===== src/rtl/pipe_hazard_ctrl_pkg.sv =====
// pipe_hazard_ctrl_pkg: state encoding and shared constants for the pipeline hazard controller.
`default_nettype none

package pipe_hazard_ctrl_pkg;

  typedef enum logic [1:0] {
    RUN      = 2'd0,
    MEM_WAIT = 2'd1,
    HALT     = 2'd2
  } state_t;

  localparam logic [4:0]  REG_X0          = 5'd0;
  localparam int unsigned MEM_TIMEOUT_DEF = 16;

endpackage

`default_nettype wire


===== src/rtl/pipe_hazard_detect.sv =====
// pipe_hazard_detect: load-use compare between the decode operands and the load in EX.
`default_nettype none

module pipe_hazard_detect
  import pipe_hazard_ctrl_pkg::*;
(
  input  logic [4:0] rs1_i,
  input  logic [4:0] rs2_i,
  input  logic       rs1_used_i,
  input  logic       rs2_used_i,
  input  logic [4:0] rd_i,
  input  logic       is_load_i,
  output logic       lu_o
);

  logic rs1_hit;
  logic rs2_hit;

  assign rs1_hit = rs1_used_i && (rs1_i == rd_i);
  assign rs2_hit = rs2_used_i && (rs2_i == rd_i);
  // x0 is hardwired to zero, so a load targeting it never creates a dependency
  assign lu_o    = is_load_i && (rd_i != REG_X0) && (rs1_hit || rs2_hit);

endmodule

`default_nettype wire


===== src/rtl/pipe_hazard_ctrl.sv =====
// pipe_hazard_ctrl: stall/flush sequencing for the 5-stage pipeline (load-use, branch, data-memory wait, ecall halt).
// Optional perf counters (stall_cycles, flush_events) are built when PIPE_HAZARD_PERF_EN is defined.
`default_nettype none

module pipe_hazard_ctrl
  import pipe_hazard_ctrl_pkg::*;
#(
  parameter int unsigned MEM_TIMEOUT = MEM_TIMEOUT_DEF,
  parameter int unsigned CNT_W       = $clog2(MEM_TIMEOUT + 1)
) (
  input  logic        clk,
  input  logic        rst,
  input  logic [4:0]  id_rs1,
  input  logic [4:0]  id_rs2,
  input  logic        id_rs1_used,
  input  logic        id_rs2_used,
  input  logic [4:0]  ex_rd,
  input  logic        ex_is_load,
  input  logic        ex_branch_taken,
  input  logic        mem_access,
  input  logic        mem_ecall,
  input  logic        dm_ready,
  output logic        dm_req,
  output logic        stall_pc,
  output logic        stall_fd,
  output logic        stall_de,
  output logic        stall_em,
  output logic        flush_fd,
  output logic        flush_de,
  output logic        flush_em,
  output logic        bubble_mw,
  output logic        halt,
  output logic        mem_err
`ifdef PIPE_HAZARD_PERF_EN
  ,
  output logic [31:0] stall_cycles,
  output logic [31:0] flush_events
`endif
);

  state_t           state_q, state_d;
  logic [CNT_W-1:0] cnt_q, cnt_d;
  logic             mem_err_q, mem_err_d;
  logic             lu;

  logic dm_req_c, stall_pc_c, stall_fd_c, stall_de_c, stall_em_c;
  logic flush_fd_c, flush_de_c, flush_em_c, bubble_mw_c, halt_c;

  pipe_hazard_detect u_detect (
    .rs1_i      (id_rs1),
    .rs2_i      (id_rs2),
    .rs1_used_i (id_rs1_used),
    .rs2_used_i (id_rs2_used),
    .rd_i       (ex_rd),
    .is_load_i  (ex_is_load),
    .lu_o       (lu)
  );

  always_comb begin
    state_d     = state_q;
    cnt_d       = cnt_q;
    mem_err_d   = mem_err_q;
    dm_req_c    = 1'b0;
    stall_pc_c  = 1'b0;
    stall_fd_c  = 1'b0;
    stall_de_c  = 1'b0;
    stall_em_c  = 1'b0;
    flush_fd_c  = 1'b0;
    flush_de_c  = 1'b0;
    flush_em_c  = 1'b0;
    bubble_mw_c = 1'b0;
    halt_c      = 1'b0;

    case (state_q)
      RUN: begin
        if (mem_ecall) begin
          state_d    = HALT;
          halt_c     = 1'b1;
          stall_pc_c = 1'b1;
          stall_fd_c = 1'b1;
          stall_de_c = 1'b1;
          flush_em_c = 1'b1;
        end else if (mem_access && !dm_ready) begin
          state_d     = MEM_WAIT;
          cnt_d       = CNT_W'(1);
          dm_req_c    = 1'b1;
          stall_pc_c  = 1'b1;
          stall_fd_c  = 1'b1;
          stall_de_c  = 1'b1;
          stall_em_c  = 1'b1;
          bubble_mw_c = 1'b1;
        end else begin
          dm_req_c = mem_access;
          // A taken branch squashes the younger instructions, so lu is moot
          if (ex_branch_taken) begin
            flush_fd_c = 1'b1;
            flush_de_c = 1'b1;
          end else if (lu) begin
            stall_pc_c = 1'b1;
            stall_fd_c = 1'b1;
            flush_de_c = 1'b1;
          end
        end
      end

      MEM_WAIT: begin
        dm_req_c    = 1'b1;
        stall_pc_c  = 1'b1;
        stall_fd_c  = 1'b1;
        stall_de_c  = 1'b1;
        stall_em_c  = 1'b1;
        bubble_mw_c = 1'b1;
        if (dm_ready) begin
          state_d = RUN;
          cnt_d   = '0;
        end else if (cnt_q == CNT_W'(MEM_TIMEOUT)) begin
          // Abandon the access: drop the stuck instruction from E/M
          state_d    = RUN;
          cnt_d      = '0;
          mem_err_d  = 1'b1;
          flush_em_c = 1'b1;
        end else begin
          cnt_d = cnt_q + 1'b1;
        end
      end

      HALT: begin
        halt_c      = 1'b1;
        stall_pc_c  = 1'b1;
        stall_fd_c  = 1'b1;
        stall_de_c  = 1'b1;
        stall_em_c  = 1'b1;
        bubble_mw_c = 1'b1;
      end

      default: begin
        state_d = RUN;
        cnt_d   = '0;
      end
    endcase
  end

  always_ff @(posedge clk or negedge rst) begin
    if (!rst) begin
      state_q   <= RUN;
      cnt_q     <= '0;
      mem_err_q <= 1'b0;
    end else begin
      state_q   <= state_d;
      cnt_q     <= cnt_d;
      mem_err_q <= mem_err_d;
    end
  end

  // Gate with rst so outputs fall the instant reset asserts, whatever the inputs
  assign dm_req    = rst && dm_req_c;
  assign stall_pc  = rst && stall_pc_c;
  assign stall_fd  = rst && stall_fd_c;
  assign stall_de  = rst && stall_de_c;
  assign stall_em  = rst && stall_em_c;
  assign flush_fd  = rst && flush_fd_c;
  assign flush_de  = rst && flush_de_c;
  assign flush_em  = rst && flush_em_c;
  assign bubble_mw = rst && bubble_mw_c;
  assign halt      = rst && halt_c;
  assign mem_err   = rst && mem_err_q;

`ifdef PIPE_HAZARD_PERF_EN
  logic [31:0] stall_cycles_q;
  logic [31:0] flush_events_q;

  always_ff @(posedge clk or negedge rst) begin
    if (!rst) begin
      stall_cycles_q <= '0;
      flush_events_q <= '0;
    end else begin
      if (stall_pc_c && (state_q != HALT) && (stall_cycles_q != 32'hFFFF_FFFF))
        stall_cycles_q <= stall_cycles_q + 32'd1;
      if (flush_fd_c && (flush_events_q != 32'hFFFF_FFFF))
        flush_events_q <= flush_events_q + 32'd1;
    end
  end

  assign stall_cycles = stall_cycles_q;
  assign flush_events = flush_events_q;
`endif

endmodule

`default_nettype wire


===== config.mk =====
export PLATFORM = sky130hd
export DESIGN_NAME = pipe_hazard_ctrl
export DESIGN_NICKNAME = d
export VERILOG_FILES = /design/src/rtl/pipe_hazard_ctrl_pkg.sv /design/src/rtl/pipe_hazard_detect.sv /design/src/rtl/pipe_hazard_ctrl.sv
export SDC_FILE = /design/constraint.sdc
export NUM_CORES = 1
export LEC_CHECK = 0
export BUFFER_PORTS_ARGS = -buffer_cell sky130_fd_sc_hd__buf_2
export CAP_MARGIN = 40
export CORE_ASPECT_RATIO = 1.5
export CORE_UTILIZATION = 30
export CTS_CLUSTER_DIAMETER = 30
export DETAILED_ROUTE_END_ITERATION = 8
export PLACE_DENSITY = 0.57
export SLEW_MARGIN = 20
export SYNTH_ARGS = -nofsm -noshare
export SYNTH_HDL_FRONTEND = slang
export SYNTH_HIERARCHICAL = 1
export SYNTH_SLANG_ARGS = --single-unit

===== constraint.sdc =====
create_clock -name clk -period 2 [get_ports clk]
set_clock_uncertainty 0.15 [all_clocks]
set_input_delay 0.1 -clock clk [delete_from_list [all_inputs] [get_ports clk]]
set_output_delay 0.1 -clock clk [all_outputs]
set_load 0.02 [all_outputs]

==> impl_metrics.env, run 1 <==
export IMPL_viasPerCell=5.05
export IMPL_crit_end="cnt_q[3]"
export IMPL_synth_area_top_cells="dfrtp_1, ha_1, xor2_1, a21oi_1, nand3_1"
export IMPL_syn2layout_area_growth_pct=33.9
export IMPL_synth_flop_cell="dfrtp_1"
export IMPL_worstSkewPairLatency_ns=0.25
export IMPL_syn_area_per_cell_um2=8.72
export IMPL_crit_path_max_fanout=5
export IMPL_yosysWarnings=6
export IMPL_netlist_area_um2=820
export IMPL_portBuffers=34
export IMPL_antenna_left=0
export IMPL_grt_pass1_wl_um=3590
export IMPL_drtPass1Iterations=4
export IMPL_place_hpwl_um=1750
export IMPL_h_tree_depth=1
export IMPL_critPathKind="flip-flop to flip-flop"
export IMPL_grt_max_degree=16
export IMPL_globalRouteOverflowTotal=0
export IMPL_r2r_cells=4
export IMPL_start_util_pct=32.7
export IMPL_synth_top_cell_area_share_pct=24.4
export IMPL_gp_congestion=0.927
export IMPL_rows=22
export IMPL_yosys_top_cells_count="dfrtp_1, xor2_1, a21oi_1, nand3_1, ha_1"
export IMPL_layout_min_cycle_time_ns=1.94
export IMPL_p_per_area_nw_per_um2=864
export IMPL_ys_types=40
export IMPL_antenna_found_initial=0
export IMPL_pre_cts_slack_ns=0.0717
export IMPL_synthArstFlopShare_pct=100
export IMPL_final_area_um2=1100
export IMPL_cp_end_kind="flip-flop"
export IMPL_finalCritPeriodShare_pct=96.8
export IMPL_wl_um=2200
export IMPL_clkSlewWorstSetupHoldPaths_ns=0.06
export IMPL_numCtsBuffers=3
export IMPL_synth_edf_count=0
export IMPL_whs_ns=0.0975
export IMPL_cp_slowest_cell="or4b_4"
export IMPL_synth_seq_area_share_pct=24.4
export IMPL_setup_viol=0
export IMPL_clkSinkCount=8
export IMPL_ys_ff_latch=8
export IMPL_synthCells=94
export IMPL_r2r_start="state_q[1]"
export IMPL_status="finished clean"
export IMPL_die_width_um=44.7
export IMPL_vias=854
export IMPL_tns_ns=0
export IMPL_ir_worst_vdd_mv=0.489
export IMPL_tightestPinTransition_ns=0.286
export IMPL_power_w=0.000948
export IMPL_cts_buffer_depth=2
export IMPL_startpoint="state_q[1]"
export IMPL_fp_dieH_um=66.0
export IMPL_drc=0
export IMPL_rsz0062_at_grt="yes"
export IMPL_drv_cap=0
export IMPL_hold_viol_final=0
export IMPL_arrival_ns=1.91
export IMPL_num_antenna_cells=0
export IMPL_crit_required_ns=1.98
export IMPL_cts_root_buf="clkbuf_4"
export IMPL_drt_iter0_markers=15
export IMPL_cp_start_kind="flip-flop"
export IMPL_core_um2=2500
export IMPL_max_freq_mhz=517
export IMPL_cts_tree="done"
export IMPL_hp_class="primary input to asynchronous set/reset pin"
export IMPL_p_leak_nw=0.514
export IMPL_drive_above_1_share_pct=38.3
export IMPL_cp_cell_sequence="ha_1 -> or4b_4 -> and2_4 -> a211o_1"
export IMPL_syn_nets=124
export IMPL_r2r_end="cnt_q[3]"
export IMPL_slew_headroom_pct=80.7
export IMPL_critPathMaxStageDelay_ns=0.56
export IMPL_setup_ws_ns=0.0644
export IMPL_finalMaxSlewViolations=0
export IMPL_yosysTopAreaCell="dfrtp_1"
export IMPL_grt_pass1_vias=830
export IMPL_wl_per_cell_um=13.0
export IMPL_ios=35
export IMPL_rrSetupSlack_ns=0.06
export IMPL_grt_usage_pct=16.4
export IMPL_dieArea_um2=2950
export IMPL_final_nets=165
export IMPL_crit_buf_inv=0
export IMPL_cp_top_family="simple AND/OR/NAND/NOR gates"
export IMPL_path_depth=4
export IMPL_place_area_um2=1030
-- how the worst min path moves through the flow --
stage | slack, ns | to
global placement | -0.16 | mem_err_q
floorplan | -0.35 | cnt_q[0]
global route | 0.11 | state_q[1]
CTS | 0.1 | mem_err_q
finish | 0.1 | mem_err_q
detailed placement | -0.16 | mem_err_q
-- state kept, by name, indices dropped and copies added (netlist names) --
name,count
state_q,2
mem_err_q,1
cnt_q,5
-- placed cells by master (no fill, tap or decap), types with 2 or more instances in the layout --
cell      synthesis  layout
buf_2             0      34
dfrtp_1           8       8
xor2_1            8       8
a21oi_1           7       7
nand3_1           7       7
inv_1             5       5
buf_4             2       5
nand2b_1          4       4
ha_1              6       4
nor2b_1           5       3
o21ai_0           3       3
nand2_1           3       3
a31oi_1           3       3
clkbuf_4          0       3
nand3b_1          2       2
nor2_1            2       2
nand4b_1          2       2
ha_2              0       2
xnor2_1           2       2
-- area by class of cell --
class / instances / area [µm²]
Sequential cell: 8 / 200
Inverter: 5 / 18.8
Tap cell: 36 / 45.0
Fill cell: 250 / 1410
Multi-Input combinational cell: 77 / 593
Timing Repair Buffer: 40 / 218
Clock buffer: 3 / 22.5
-- power breakdown --
group          switching, W  internal, W
sequential        0.0000308     0.000193
combinational      0.000352     0.000251
clock             0.0000531    0.0000686
total              0.000436     0.000512
-- cell families after synthesis --
logic type,count (synthesis),share of synthesized area [%]
adder cells (fa/ha/maj),6,9.16
XOR/XNOR,10,10.7
AO/OA/AOI/OAI,22,18.3
flip-flops,8,24.4
AND/OR/NAND/NOR,39,32.4
buffers and inverters,9,5.04
-- metal layers --
| layer | routed length, µm | track usage [%] | part of all wire, % |
|---|---|---|---|
| met1 | 894 | 17.7 | 41 |
| met2 | 1140 | 29.8 | 52 |
| met3 | 130 | 3.01 | 5.9 |
| met4 | 36 | 7.20 | 1.6 |
| met5 | 0 | 0 | 0 |
-- through the flow --
stage | utilization (%) | std cells
4_1_cts | 42.9 | 167
6_report | 43.8 | 169
2_1_floorplan | - | 94
3_3_place_gp | 41.3 | 163
3_5_place_dp | 41.3 | 163
5_1_grt | 43.8 | 169
-- repair_timing --
action	4_1_cts	5_1_grt
pin swaps	0	1
hold buffers	1	0
endpoints found under the setup margin	5	10
endpoints found under the hold margin	8	0
gates resized for setup	2	3
buffers inserted	0	2
No activity file was read; power rests on OpenSTA's default activity.
==> run 2, diff against run 1 <==
- BUFFER_PORTS_ARGS: -buffer_cell sky130_fd_sc_hd__buf_2 -> -buffer_cell sky130_fd_sc_hd__buf_4
- PLACE_DENSITY: 0.57 -> default
==> run 2 against run 1 <==
Against the previous run: flip-flop and latch count did not move; count of clock-buffer cells in the layout did not move; routed wire length rose by 2.8%; utilization up 3.9 points.
==> impl_metrics.env, run 2 (synthesized netlist as in run 1, its figures left out) <==
export IMPL_vias=873
export IMPL_reg_top3="cnt_q: 5 flops, state_q: 2 flops, mem_err_q: 1 flops"
export IMPL_cp_end_kind="flip-flop"
export IMPL_wl_um=2260
export IMPL_status="finished clean"
export IMPL_h_tree_depth=1
export IMPL_antenna_left=0
export IMPL_antenna_found_initial=0
export IMPL_grt_max_degree=16
export IMPL_final_nets=167
export IMPL_grt_pass1_wl_um=3660
export IMPL_arrival_ns=1.90
export IMPL_regMostFlops="cnt_q"
export IMPL_grt_pass1_vias=860
export IMPL_setup_viol=0
export IMPL_cts_root_buf="clkbuf_4"
export IMPL_clkSlewWorstSetupHoldPaths_ns=0.05
export IMPL_cts_tree="done"
export IMPL_dieArea_um2=2950
export IMPL_drtPass1Iterations=4
export IMPL_ios=35
export IMPL_max_freq_mhz=523
export IMPL_p_leak_nw=0.547
export IMPL_crit_end="cnt_q[3]"
export IMPL_cp_start_kind="flip-flop"
export IMPL_drt_iter0_markers=12
export IMPL_fp_dieH_um=66.0
export IMPL_viasPerCell=5.11
export IMPL_crit_path_max_fanout=5
export IMPL_core_um2=2500
export IMPL_layout_min_cycle_time_ns=1.91
export IMPL_startpoint="state_q[0]"
export IMPL_tns_ns=0
export IMPL_drv_cap=0
export IMPL_gp_congestion=0.795
export IMPL_finalCritPeriodShare_pct=95.6
export IMPL_rows=22
export IMPL_drc=0
export IMPL_globalRouteOverflowTotal=0
export IMPL_drive_above_1_share_pct=39.3
export IMPL_hold_viol_final=0
export IMPL_crit_required_ns=1.99
export IMPL_worstSkewPairLatency_ns=0.25
export IMPL_p_per_area_nw_per_um2=863
export IMPL_fillers=251
export IMPL_r2r_start="state_q[0]"
export IMPL_portBuffers=34
export IMPL_power_w=0.00103
export IMPL_finalMaxSlewViolations=0
export IMPL_wl_per_cell_um=13.2
export IMPL_critPathKind="flip-flop to flip-flop"
export IMPL_ir_worst_vdd_mv=0.502
export IMPL_grt_usage_pct=16.7
export IMPL_r2r_end="cnt_q[3]"
export IMPL_slew_headroom_pct=81.0
export IMPL_place_hpwl_um=1840
export IMPL_rsz0062_at_grt="no"
export IMPL_rrSetupSlack_ns=0.09
export IMPL_start_util_pct=32.7
export IMPL_tightestPinTransition_ns=0.282
export IMPL_r2r_cells=5
export IMPL_final_cell_mix="buf_4, dfrtp_1, xor2_1, a21oi_1, nand3_1"
export IMPL_num_antenna_cells=0
export IMPL_syn2layout_area_growth_pct=45.8
export IMPL_die_width_um=44.7
export IMPL_hp_class="primary input to asynchronous set/reset pin"
export IMPL_largest_register_ffs=5
export IMPL_cts_buffer_depth=2
export IMPL_clkSinkCount=8
export IMPL_layout_commonest_cell="buf_4"
export IMPL_numCtsBuffers=3
run 2: layout make-up:
class / instances / area [µm²] / area share (%)
clock buffer: 3 / 22.5 / 1.88
inverter: 5 / 18.8 / 1.57
multi-input combinational: 77 / 591 / 49.4
sequential: 8 / 200 / 16.8
tap: 36 / 45.0 / 3.77
timing repair buffer: 42 / 318 / 26.6
run 2: what timing repair did:
action                                  4_1_cts  5_1_grt
endpoints found under the setup margin        6        9
setup buffers                                 0        4
pin swaps                                     0        1
hold buffers                                  1        0
gates resized for setup                       1        5
endpoints found under the hold margin         8        0
run 2: how the worst min path moves through the flow:
| stage | endpoint |
|---|---|
| 2_1_floorplan | cnt_q[0] |
| 3_3_place_gp | cnt_q[1] |
| 3_5_place_dp | cnt_q[1] |
| 4_1_cts | cnt_q[1] |
| 5_1_grt | mem_err_q |
| 6_report | mem_err_q |
run 2: critical path: stages, from the launching register on:
cell and delay [ns]:
dfrtp_1 0.35, inv_1 0.07, ha_1 0.21, or4b_4 0.56, and2_4 0.18, a211o_1 0.28
run 2: routing by layer:
metal / vias to the layer above / track usage (%) / share of wire [%]
li1: 431 / - / -
met1: 409 / 17.8 / 38
met2: 31 / 31.4 / 55
met3: 2 / 2.19 / 5.9
met4: 0 / 6.82 / 1.1
met5: - / 0 / 0
run 2: stage by stage:
step / instances / instance area [µm²] / utilization (%) / setup WS (ns) / hold slack [ns]
floorplan: 94 / 820 / - / 0.0403 / -0.346
global placement: 163 / 1120 / 44.7 / 0.110 / -0.202
detailed placement: 163 / 1120 / 44.7 / 0.0703 / -0.204
CTS: 167 / 1150 / 46.1 / -0.0303 / 0.0576
global route: 171 / 1190 / 47.7 / 0.00615 / 0.0907
finish: 171 / 1190 / 47.7 / 0.0874 / 0.0706
run 2: where the power goes:
group,switching (W),internal (W)
registers,0.0000331,0.000194
logic,0.000368,0.000318
clock network,0.0000511,0.0000684
==> run 3, diff against run 2 <==
- CORE_MARGIN: default -> 2
- SYNTH_HIERARCHICAL: 1 -> default
==> run 3 against run 2 <==
Against the previous run: the flow now finishes with violations (negative setup slack); fmax shrank 5.4%; non-clock buffer count shrank 1; sequential power is essentially flat; routed wire length shrank 9.7%; design area shrank 1.7%; critical endpoint is now stall_pc.
==> impl_metrics.env, run 3 <==
export IMPL_fp_dieH_um=66.8
export IMPL_syn_area_per_cell_um2=8.66
export IMPL_reg_top3="cnt_q: 5 flops, state_q: 2 flops, mem_err_q: 1 flops"
export IMPL_grt_pass1_vias=748
export IMPL_layout_min_cycle_time_ns=2.02
export IMPL_dieArea_um2=3060
export IMPL_violations="negative setup slack"
export IMPL_start_util_pct=31.8
export IMPL_drtPass1Iterations=4
export IMPL_clkSinkCount=8
export IMPL_use_met2_pct=24.0
export IMPL_rows=22
export IMPL_drive_above_1_share_pct=42.7
export IMPL_grt_max_degree=9
export IMPL_antenna_found_initial=0
export IMPL_fin_util_pct=47.4
export IMPL_synth_flop_cell="dfrtp_1"
export IMPL_netlist_area_um2=788
export IMPL_cp_cell_sequence="ha_2 -> nand2b_4 -> or4b_4 -> o21bai_4 -> buf_6"
export IMPL_multi_input_area_um2=586
export IMPL_slew_headroom_pct=73.5
export IMPL_synth_area_top_cells="dfrtp_1, ha_1, xor2_1, a21oi_1, o21ai_1"
export IMPL_cp_end_kind="output port"
export IMPL_vias=811
export IMPL_p_per_area_nw_per_um2=1040
export IMPL_portBuffers=34
export IMPL_viasPerCell=5.23
export IMPL_critPathMaxStageDelay_ns=0.52
export IMPL_final_cell_mix="buf_4, xor2_1, dfrtp_1, a21oi_1, o21ai_1"
export IMPL_yosys_top_cells_count="dfrtp_1, xor2_1, a21oi_1, ha_1, o21ai_1"
export IMPL_numCtsBuffers=3
export IMPL_h_tree_depth=1
export IMPL_yosysTopAreaCell="dfrtp_1"
export IMPL_layout_commonest_cell="buf_4"
export IMPL_final_nets=163
export IMPL_cts_tree="done"
export IMPL_die_width_um=45.9
export IMPL_wl_per_cell_um=13.2
export IMPL_power_w=0.00122
export IMPL_num_antenna_cells=0
export IMPL_max_freq_mhz=495
export IMPL_synth_seq_area_share_pct=25.4
export IMPL_cp_slowest_cell="or4b_4"
export IMPL_arrival_ns=1.77
export IMPL_synth_top_cell_area_share_pct=25.4
export IMPL_largest_register_ffs=5
export IMPL_ys_ff_latch=8
export IMPL_fillers=251
export IMPL_clkSlewWorstSetupHoldPaths_ns=0.05
export IMPL_critPathKind="flip-flop to output port"
export IMPL_drt_iter0_markers=5
export IMPL_grt_pass1_wl_um=3120
export IMPL_crit_path_max_fanout=3
export IMPL_rrSetupSlack_ns=0.27
export IMPL_synthArstFlopShare_pct=100
export IMPL_globalRouteOverflowTotal=0
export IMPL_finalCritPeriodShare_pct=101
export IMPL_pre_cts_slack_ns=0.164
export IMPL_tightestPinTransition_ns=0.396
export IMPL_cp_start_kind="flip-flop"
export IMPL_cts_root_buf="clkbuf_4"
export IMPL_finalMaxSlewViolations=0
export IMPL_syn_nets=121
export IMPL_status="finished, violations left"
export IMPL_regArea_um2=200
export IMPL_core_um2=2480
export IMPL_yosysWarnings=0
export IMPL_hp_class="primary input to flip-flop"
export IMPL_regMostFlops="cnt_q"
export IMPL_rsz0062_at_grt="yes"
export IMPL_antenna_left=0
export IMPL_p_leak_nw=0.546
export IMPL_hold_viol_final=0
export IMPL_ys_types=40
export IMPL_place_hpwl_um=1580
export IMPL_grt_busiest_layer="met2"
export IMPL_use_met3_pct=1.90
export IMPL_cts_buffer_depth=2
export IMPL_setup_ws_ns=-0.0210
export IMPL_wl_um=2040
export IMPL_synth_edf_count=0
export IMPL_worstSkewPairLatency_ns=0.25
export IMPL_gp_congestion=0.784
export IMPL_syn2layout_area_growth_pct=49.0
export IMPL_setup_viol=2
export IMPL_drc=0
export IMPL_use_met1_pct=15.8
export IMPL_grt_usage_pct=13.6
export IMPL_synthCells=91
export IMPL_ios=35
export IMPL_crit_required_ns=1.75
export IMPL_ir_worst_vdd_mv=0.691
export IMPL_drv_cap=0
==> run 3: report_power, final <==
group	switching (W)	internal (W)	leakage, nW
Sequential	0.0000303	0.000198	0.107
Clock	0.0000559	0.0000688	0.0138
Combinational	0.000436	0.000428	0.425
Total	0.000522	0.000694	0.546
==> run 3: cells by family (layout without fill, tap and decap cells) <==
kind of cell	Yosys count	after routing	share of synthesized area, %
AOI/OAI and AO/OA	25	25	22.5
and+or+nand+nor	33	33	26.0
buffers and inverters	9	49	5.40
adders and majority gates	6	6	9.52
DFF	8	8	25.4
xor gates and xnor gates	10	10	11.1
==> run 3: layout make-up <==
type	count	area share, %
inverter	5	1.60
multi-input combinational	74	49.8
clock buffer	3	1.92
tap	24	2.56
timing repair buffer	41	27.0
sequential	8	17.0
==> run 3: critical path: cells and delay by family (launching register included) <==
family,cells,cell delay (ns)
flip-flops,1,0.40
adder cells (fa/ha/maj),1,0.17
buffers and inverters,1,0.14
AND/OR/NAND/NOR,2,0.66
AO/OA/AOI/OAI,1,0.15
==> run 3: layer usage <==
metal | part of all wire, % | vias to the layer above
met2 | 51 | 35
li1 | - | 407
met5 | 0 | -
met3 | 9.6 | 4
met1 | 38 | 365
met4 | 1.3 | 0
==> run 3: what timing repair did <==
action / in CTS / in global routing
gates cloned: 0 / 0
pin swaps: 0 / 2
hold buffers: 1 / 0
buffers inserted: 1 / 4
gates resized for setup: 7 / 4
endpoints found under the setup margin: 3 / 3
endpoints found under the hold margin: 8 / 0
==> run 3: path summary, 6_finish.rpt <==
kind / startpoint / end / cells past startpoint
min in group asynchronous: rst / cnt_q[2] / 2
hold / removal: mem_ecall / state_q[1] / 3
max in group asynchronous: rst / cnt_q[4] / 2
setup / recovery: state_q[1] / stall_pc / 5
setup reg to reg: state_q[1] / state_q[0] / 7
hold reg to reg: mem_err_q / mem_err_q / 1
==> run 3: stage by stage <==
stage | std cells | hold WS [ns] | setup TNS [ns] | cell area [µm²]
6_report | 155 | 0.0693 | -0.0412 | 1170
5_1_grt | 155 | 0.0845 | -0.192 | 1170
4_1_cts | 151 | 0.0623 | -0.0578 | 1130
3_5_place_dp | 146 | -0.204 | 0 | 1060
3_3_place_gp | 146 | -0.204 | 0 | 1060
2_1_floorplan | 91 | -0.346 | 0 | 792
